--- src/rtl/rtc_bus_sequencer.sv ---
`default_nettype none
// ============================================================================
//  Module      : rtc_bus_sequencer
//  Description : Burst bus-cycle engine for a multiplexed address/data RTC
//                interface. One command reads or writes any subset of the
//                register slots selected by a mask. Every slot runs an address
//                phase and a data phase with programmable setup/strobe/hold
//                timing, followed by a chip-select-high gap.
//                Optional build macro: RTC_BCD_CHECK_EN (non-BCD flag per slot).
//  Revision    : 1.0 - initial release
// ============================================================================
module rtc_bus_sequencer #(
    parameter int                         DATA_W   = 8,
    parameter int                         NUM_REGS = 9,
    parameter logic [NUM_REGS*DATA_W-1:0] ADDR_MAP = {8'h43, 8'h42, 8'h41, 8'h26, 8'h25,
                                                      8'h24, 8'h23, 8'h22, 8'h21},
    parameter int                         T_SU     = 1,
    parameter int                         T_STB    = 2,
    parameter int                         T_HD     = 1,
    parameter int                         T_GAP    = 1
) (
    input  logic                         clk,
    input  logic                         reset,
    input  logic                         start,
    input  logic                         op_write,
    input  logic [NUM_REGS-1:0]          reg_mask,
    input  logic [NUM_REGS*DATA_W-1:0]   wr_data,
    input  logic [DATA_W-1:0]            ad_in,
    output logic [DATA_W-1:0]            ad_out,
    output logic                         ad_oe,
    output logic                         a_d,
    output logic                         cs,
    output logic                         rd,
    output logic                         wr,
    output logic [NUM_REGS*DATA_W-1:0]   rd_data,
    output logic                         busy,
    output logic                         done,
    output logic [NUM_REGS-1:0]          bcd_err
);

    localparam int c_SLOT_W = (NUM_REGS > 1) ? $clog2(NUM_REGS) : 1;
    localparam int c_T_MAX1 = (T_SU > T_STB) ? T_SU : T_STB;
    localparam int c_T_MAX2 = (T_HD > T_GAP) ? T_HD : T_GAP;
    localparam int c_T_MAX  = (c_T_MAX1 > c_T_MAX2) ? c_T_MAX1 : c_T_MAX2;
    localparam int c_PH_W   = (c_T_MAX > 1) ? $clog2(c_T_MAX) : 1;

    typedef enum logic [3:0] {
        S_IDLE     = 4'd0,
        S_ADDR_SU  = 4'd1,
        S_ADDR_STB = 4'd2,
        S_ADDR_HD  = 4'd3,
        S_DATA_SU  = 4'd4,
        S_DATA_STB = 4'd5,
        S_DATA_HD  = 4'd6,
        S_GAP      = 4'd7,
        S_DONE     = 4'd8
    } state_t;

    state_t                       r_state, w_state_nx;
    logic [c_PH_W-1:0]            r_phase, w_phase_nx;
    logic [c_SLOT_W-1:0]          r_slot, w_slot_nx;
    logic                         r_op, w_op_nx;
    logic [NUM_REGS-1:0]          r_mask, w_mask_nx;
    logic [NUM_REGS*DATA_W-1:0]   r_wdata, w_wdata_nx;
    logic [c_SLOT_W:0]            w_hit;
    logic [c_SLOT_W:0]            w_from;
    logic                         w_phase_done;
    logic                         w_sample;

    logic [DATA_W-1:0]            r_ad_out, w_ad_out_nx;
    logic                         r_ad_oe, w_ad_oe_nx;
    logic                         r_a_d, w_a_d_nx;
    logic                         r_cs, w_cs_nx;
    logic                         r_rd, w_rd_nx;
    logic                         r_wr, w_wr_nx;
    logic                         r_busy, r_done;
    logic [NUM_REGS*DATA_W-1:0]   r_rd_data;

    // Lowest set mask bit at or above 'from'; MSB of the result flags a hit.
    function automatic logic [c_SLOT_W:0] find_slot(input logic [NUM_REGS-1:0] mask,
                                                     input logic [c_SLOT_W:0]   from);
        logic [c_SLOT_W:0] res;
        res = '0;
        for (int i = NUM_REGS - 1; i >= 0; i--) begin
            if (mask[i] && (i >= int'(from))) res = {1'b1, c_SLOT_W'(i)};
        end
        return res;
    endfunction

    // Final phase-counter value of each timed state.
    function automatic logic [c_PH_W-1:0] phase_last(input state_t s);
        logic [c_PH_W-1:0] v;
        v = '0;
        case (s)
            S_ADDR_SU,  S_DATA_SU:  v = c_PH_W'(T_SU - 1);
            S_ADDR_STB, S_DATA_STB: v = c_PH_W'(T_STB - 1);
            S_ADDR_HD,  S_DATA_HD:  v = c_PH_W'(T_HD - 1);
            S_GAP:                  v = c_PH_W'(T_GAP - 1);
            default:                v = '0;
        endcase
        return v;
    endfunction

    assign w_from       = {1'b0, r_slot} + {{c_SLOT_W{1'b0}}, 1'b1};
    assign w_phase_done = (r_phase == phase_last(r_state));
    assign w_sample     = (r_state == S_DATA_STB) && w_phase_done && !r_op;

    // Next-state, phase counter, slot walk and command latching.
    always_comb begin
        w_state_nx = r_state;
        w_phase_nx = r_phase;
        w_slot_nx  = r_slot;
        w_op_nx    = r_op;
        w_mask_nx  = r_mask;
        w_wdata_nx = r_wdata;
        w_hit      = '0;
        case (r_state)
            S_IDLE: begin
                if (start) begin
                    w_op_nx    = op_write;
                    w_mask_nx  = reg_mask;
                    w_wdata_nx = wr_data;
                    w_hit      = find_slot(reg_mask, '0);
                    w_slot_nx  = w_hit[c_SLOT_W-1:0];
                    w_phase_nx = '0;
                    w_state_nx = w_hit[c_SLOT_W] ? S_ADDR_SU : S_DONE;
                end
            end
            S_DONE: w_state_nx = S_IDLE;
            default: begin
                if (w_phase_done) begin
                    w_phase_nx = '0;
                    case (r_state)
                        S_ADDR_SU:  w_state_nx = S_ADDR_STB;
                        S_ADDR_STB: w_state_nx = S_ADDR_HD;
                        S_ADDR_HD:  w_state_nx = S_DATA_SU;
                        S_DATA_SU:  w_state_nx = S_DATA_STB;
                        S_DATA_STB: w_state_nx = S_DATA_HD;
                        S_DATA_HD:  w_state_nx = S_GAP;
                        default: begin
                            w_hit = find_slot(r_mask, w_from);
                            if (w_hit[c_SLOT_W]) begin
                                w_slot_nx  = w_hit[c_SLOT_W-1:0];
                                w_state_nx = S_ADDR_SU;
                            end else begin
                                w_state_nx = S_DONE;
                            end
                        end
                    endcase
                end else begin
                    w_phase_nx = r_phase + c_PH_W'(1);
                end
            end
        endcase
    end

    // Bus pin values for the state being entered, so the pins are registered.
    always_comb begin
        w_ad_out_nx = '0;
        w_ad_oe_nx  = 1'b0;
        w_a_d_nx    = 1'b1;
        w_cs_nx     = 1'b1;
        w_rd_nx     = 1'b1;
        w_wr_nx     = 1'b1;
        case (w_state_nx)
            S_ADDR_SU, S_ADDR_STB, S_ADDR_HD: begin
                w_cs_nx     = 1'b0;
                w_a_d_nx    = 1'b0;
                w_ad_oe_nx  = 1'b1;
                w_ad_out_nx = ADDR_MAP[int'(w_slot_nx)*DATA_W +: DATA_W];
                w_wr_nx     = (w_state_nx != S_ADDR_STB);
            end
            S_DATA_SU, S_DATA_STB, S_DATA_HD: begin
                w_cs_nx = 1'b0;
                if (w_op_nx) begin
                    w_ad_oe_nx  = 1'b1;
                    w_ad_out_nx = w_wdata_nx[int'(w_slot_nx)*DATA_W +: DATA_W];
                    w_wr_nx     = (w_state_nx != S_DATA_STB);
                end else begin
                    w_rd_nx     = (w_state_nx != S_DATA_STB);
                end
            end
            default: ;
        endcase
    end

    // Sequencer state and latched command.
    always_ff @(posedge clk or negedge reset) begin
        if (!reset) begin
            r_state <= S_IDLE;
            r_phase <= '0;
            r_slot  <= '0;
            r_op    <= 1'b0;
            r_mask  <= '0;
            r_wdata <= '0;
        end else begin
            r_state <= w_state_nx;
            r_phase <= w_phase_nx;
            r_slot  <= w_slot_nx;
            r_op    <= w_op_nx;
            r_mask  <= w_mask_nx;
            r_wdata <= w_wdata_nx;
        end
    end

    // Registered bus pins and status flags.
    always_ff @(posedge clk or negedge reset) begin
        if (!reset) begin
            r_ad_out <= '0;
            r_ad_oe  <= 1'b0;
            r_a_d    <= 1'b1;
            r_cs     <= 1'b1;
            r_rd     <= 1'b1;
            r_wr     <= 1'b1;
            r_busy   <= 1'b0;
            r_done   <= 1'b0;
        end else begin
            r_ad_out <= w_ad_out_nx;
            r_ad_oe  <= w_ad_oe_nx;
            r_a_d    <= w_a_d_nx;
            r_cs     <= w_cs_nx;
            r_rd     <= w_rd_nx;
            r_wr     <= w_wr_nx;
            r_busy   <= (w_state_nx != S_IDLE);
            r_done   <= (w_state_nx == S_DONE);
        end
    end

    // Capture the read byte on the last strobe-low cycle of a read data phase.
    always_ff @(posedge clk or negedge reset) begin
        if (!reset) begin
            r_rd_data <= '0;
        end else if (w_sample) begin
            r_rd_data[int'(r_slot)*DATA_W +: DATA_W] <= ad_in;
        end
    end

`ifdef RTC_BCD_CHECK_EN
    logic [NUM_REGS-1:0] r_bcd_err;

    // Flag a sampled byte whose upper or lower nibble is not a decimal digit.
    always_ff @(posedge clk or negedge reset) begin
        if (!reset) begin
            r_bcd_err <= '0;
        end else if (w_sample) begin
            r_bcd_err[r_slot] <= (ad_in[7:4] > 4'd9) || (ad_in[3:0] > 4'd9);
        end
    end

    assign bcd_err = r_bcd_err;
`else
    assign bcd_err = '0;
`endif

    assign ad_out  = r_ad_out;
    assign ad_oe   = r_ad_oe;
    assign a_d     = r_a_d;
    assign cs      = r_cs;
    assign rd      = r_rd;
    assign wr      = r_wr;
    assign rd_data = r_rd_data;
    assign busy    = r_busy;
    assign done    = r_done;

endmodule
`default_nettype wire
--- config.mk ---
export PLATFORM = sky130hd
export DESIGN_NAME = rtc_bus_sequencer
export DESIGN_NICKNAME = d
export VERILOG_FILES = /design/src/rtl/rtc_bus_sequencer.sv
export SDC_FILE = /design/constraint.sdc
export NUM_CORES = 1
export LEC_CHECK = 0
export CAP_MARGIN = 20
export CORE_MARGIN = 2
export CORE_UTILIZATION = 46
export DETAILED_ROUTE_END_ITERATION = 10
export PLACE_DENSITY = 0.77
export SETUP_SLACK_MARGIN = 0.15
export SYNTH_ARGS = -nofsm -noshare
export SYNTH_HDL_FRONTEND = slang
export SYNTH_SLANG_ARGS = --single-unit
--- constraint.sdc ---
create_clock -name clk -period 3.4 [get_ports clk]
set_input_delay 0.51 -clock clk [delete_from_list [all_inputs] [get_ports clk]]
set_output_delay 0.51 -clock clk [all_outputs]
set_load 0.05 [all_outputs]
==> results_tabular.tex <==
\begin{tabular}{lr}
\hline
Metric & Value \\
\hline
\multicolumn{2}{l}{\textbf{Route}} \\
\quad DRC violation total after the first TritonRoute iteration & 390 \\
\quad Number of detailed-route iterations in the first pass & 5 \\
\quad Routed wire length & 21.7 mm \\
\quad Final routed DRC violation total & 0 \\
\quad Count of nets left with antenna violations after detail routing & 0 \\
\quad Vias per Instance & 5.23 \\
\quad Wirelength per Cell & 16.3 um \\
\quad Vias & 6,972 \\
\multicolumn{2}{l}{\textbf{Die}} \\
\quad Die boundary width & 139 um \\
\quad Core area & 18,000 um\^{}2 \\
\quad I/O pins & 189 \\
\quad \# rows & 49 \\
\quad Initial Util & 46.9\% \\
\quad Vertical die dimension & 139 um \\
\quad Total die area & 19,400 um\^{}2 \\
\multicolumn{2}{l}{\textbf{Synthesis}} \\
\quad Distinct cells, synth & 65 \\
\quad Number of cells produced by synthesis & 877 \\
\quad Flip-flop cell with the highest count after synthesis & dfrtp\_1 \\
\quad Warnings from Yosys & 0 \\
\quad Largest cells by area after synthesis & dfrtp\_1 52\%, nand2\_1 14\%, mux2i\_1 5.9\% \\
\quad Sequential-to-total area share from yosys stat & 52.9\% \\
\quad Flip-flop and latch count after synthesis & 178 \\
\quad Post-synthesis async set-or-reset flop share & 100\% \\
\quad Post-synth EDFFs & 0 \\
\quad Netlist area before placement & 8430 um\^{}2 \\
\quad Library cell occupying the most area in the post-synthesis netlist & dfrtp\_1 \\
\quad Mapped Avg Cell Area & 9.61 um\^{}2 \\
\quad Area share of the largest cell type after synthesis & 51.6\% \\
\multicolumn{2}{l}{\textbf{STA}} \\
\quad Min Tclk post-route & 3.38 ns \\
\quad Relative slew slack & 54.5\% \\
\quad Setup repair after global routing missed its margin & true \\
\quad Transition time at the pin with the least slew margin & 0.677 ns \\
\quad Total count of hold-check failures in the final report & 0 \\
\quad Slew Viols, Final & 0 \\
\quad Worst setup margin & 0.0218 ns \\
\quad Timing-limited maximum frequency & 296 MHz \\
\quad Count of final setup violators & 0 \\
\quad Setup clock skew after layout & 0.00670 ns \\
\quad Post-route clock period utilization & 99.4\% \\
\multicolumn{2}{l}{\textbf{Pwr}} \\
\quad Register share of total power & 28.2\% \\
\quad Power share of the combinational group & 54.1\% \\
\quad Reported net switching power & 4.52 mW \\
\quad Internal power of the cells & 6.47 mW \\
\quad Switching Fraction & 41.1\% \\
\quad Power density over the cells & 962 nW/um\^{}2 \\
\quad Proportion of power drawn by the clock network & 17.7\% \\
\quad Largest vdd supply drop & 0.539 mV \\
\quad Standby leakage power & 5.40 nW \\
\multicolumn{2}{l}{\textbf{Worst setup path}} \\
\quad CP delay by family, top & compound AO/OA/AOI/OAI gates \\
\quad Setup crit end kind & flip-flop \\
\quad CP cell instances & ha\_1 -> xnor2\_4 -> o21ai\_1 -> buf\_4 -> nor3b\_4 -> a221oi\_4 -> a21boi\_4 -> mux2i\_4 -> inv\_2 -> ha\_4 -> inv\_1 -> o21ai\_0 -> mux2i\_1 -> o2bb2ai\_1 \\
\quad Slowest CP cell & dfrtp\_2 \\
\quad Worst R2R Setup Slack & 0.02 ns \\
\quad Worst path arrival time & 3.74 ns \\
\quad Slowest stage delay, CP & 0.44 ns \\
\quad Required time of the critical path & 3.76 ns \\
\quad CP max FO & 6 \\
\quad Startpoint types & flip-flop \\
\quad Number of buffers and inverters on the critical path & 3 \\
\quad Kind of critical path & flip-flop to flip-flop \\
\multicolumn{2}{l}{\textbf{Layout}} \\
\quad Share of final-layout standard cells stronger than drive strength 1 & 15.0\% \\
\quad Reg area & 4460 um\^{}2 \\
\quad Multi-input gate area in the final layout & 3720 um\^{}2 \\
\quad Final Core Density & 63.6\% \\
\quad Final cell area excluding filler cells & 11,400 um\^{}2 \\
\quad Antenna diode count & 0 \\
\quad Most common cell after layout, fill and taps aside & nand2\_1 \\
\quad Most frequent cells in the layout & 308 x nand2\_1, 178 x clkdlybuf4s50\_1, 172 x dfrtp\_1 \\
\quad Final nets & 1,191 \\
\quad Final-layout fill cell count & 1,441 \\
\quad Post-synthesis to final-layout area growth & 35.4\% \\
\multicolumn{2}{l}{\textbf{Clock tree}} \\
\quad Clock latency on the worst-skew pair & 0.43 ns \\
\quad Clock tree from TritonCTS & done \\
\quad Number of H-tree levels & 4 \\
\quad Clock root buffer master & clkbuf\_16 \\
\quad Total clock buffers created by CTS & 17 \\
\quad Clock-pin transition on the worst setup and hold timing paths & 0.07 ns \\
\quad Hold-fix buffers at CTS & 0 \\
\quad Maximum number of buffers from clock root to sink & 2 \\
\quad Num Clock Sinks & 178 \\
\multicolumn{2}{l}{\textbf{Place}} \\
\quad Weighted congestion at the end of routability-driven global placement & 0.862 \\
\quad Post-detailed-placement cell area & 10,700 um\^{}2 \\
\quad Buffers on Ports & 179 \\
\quad Half-perimeter wire length of the detailed placement result & 15.9 mm \\
\quad Post-Place Worst Slack & -0.00742 ns \\
\multicolumn{2}{l}{\textbf{Outcome}} \\
\quad Status & finished, final reports clean \\
\multicolumn{2}{l}{\textbf{Global route}} \\
\quad Pin count of the biggest net entering global routing & 70 \\
\quad Total gr overflow & 0 \\
\quad GRT Util Overall & 23.0\% \\
\quad First-pass GRT wire length & 35.6 mm \\
\quad Number of antenna violations at the first check in global routing & 0 \\
\quad Number of global-route vias before repair & 7,057 \\
\multicolumn{2}{l}{\textbf{Job}} \\
\quad Number of max-capacitance violations reported & 0 \\
\multicolumn{2}{l}{\textbf{Worst hold path}} \\
\quad Hold/Removal Path Class & primary input to asynchronous set/reset pin \\
\hline
\end{tabular}
-- cell type report --
| cell class | instances | share of cell area (%) |
|---|---|---|
| multi-input cells | 635 | 32.6 |
| well taps | 229 | 2.51 |
| repair buffers | 237 | 19.9 |
| clock inverters | 12 | 1.16 |
| clock buffers | 20 | 4.00 |
| flip-flops and latches | 178 | 39.1 |
| inverters | 21 | 0.690 |
-- metrics by stage --
stage          power (mW)  std cells  setup TNS [ns]  hold WS (ns)
2_1_floorplan        7.08        885         -0.0858         0.214
3_3_place_gp         8.58       1291         -0.0975         0.453
3_5_place_dp         8.70       1291         -0.0136         0.456
4_1_cts              10.8       1330               0       0.00311
5_1_grt              11.7       1332          -0.719        0.0233
6_report             11.0       1332               0       0.00141
-- final timing paths --
path / from / end / cells past startpoint
worst max-delay path: r_slot[0]$_DFF_PN0_ / ad_out[1]$_DFF_PN0_ / 14
worst min-delay path: reset / rd_data[63]$_DFFE_PN0P_ / 1
worst max register to register: r_slot[0]$_DFF_PN0_ / ad_out[1]$_DFF_PN0_ / 14
worst min register to register: r_wdata[37]$_DFF_PN0_ / r_wdata[37]$_DFF_PN0_ / 2
max in group asynchronous: reset / rd_data[52]$_DFFE_PN0P_ / 2
min in group clk: r_wdata[37]$_DFF_PN0_ / r_wdata[37]$_DFF_PN0_ / 2
-- what timing repair did --
action	in CTS	in global routing
setup endpoints to repair	6	9
resized for setup	1	11
buffers inserted	7	2
hold endpoints to repair	0	0
pin swaps	3	4
-- routing by layer --
layer	vias up	GRT usage [%]	wire length, um
li1	3346	-	-
met1	3306	30.5	9320
met2	270	36.5	10300
met3	50	5.61	1470
met4	0	9.46	663
met5	-	0	0
-- cell usage after synthesis (all sizes together) (2+ instances only) --
library cell and number:
o21bai 2, nor2 25, nand4b 2, or3 3, a21oi 15, inv 21, dfrtp 174, nand3b 3
nor3b 4, a21bo 2, o31ai 5, nor3 12, or4 2, o21a 3, nand3 19, mux2i 51
a211o 2, a31oi 5, and2 9, dfstp 4, mux2 34, mux4 2, clkbuf 23, a221oi 2
ha 8, o21ai 59, o221ai 2, nand4 2, nor4 3, nor2b 6, a32o 2, nand2b 10
buf 28, or3b 2, o22ai 5, or2 4, nand2 309
-- state kept, by name, indices dropped and copies added, names as in the netlist --
register,count
r_wdata,72
rd,1
ad_out,8
rd_data,72
r_mask,9
r_op,1
ad_oe,1
r_state,4
r_slot,4
a_d,1
done,1
cs,1
busy,1
r_phase,1
wr,1
-- power by group through the flow --
stage,Combinational [mW],Clock (mW),Sequential (mW)
floorplan,3.49,0,3.59
global placement,5.47,0,3.11
detailed placement,5.57,0,3.13
CTS,5.76,1.98,3.10
global route,6.48,2.08,3.16
finish,5.94,1.95,3.10
-- cell families (layout without fill, tap and decap cells) --
group,Yosys count,after routing,share of synthesized area (%)
other,1,9,0.0445
and+or+nand+nor,416,416,21.1
muxes,87,87,11.3
AOI/OAI and AO/OA,113,113,8.90
adders and majority gates,8,8,1.19
xor gates and xnor gates,2,2,0.430
buffers and inverters,72,290,4.18
DFF,178,178,52.9
Power figures use the tool's default switching activity.
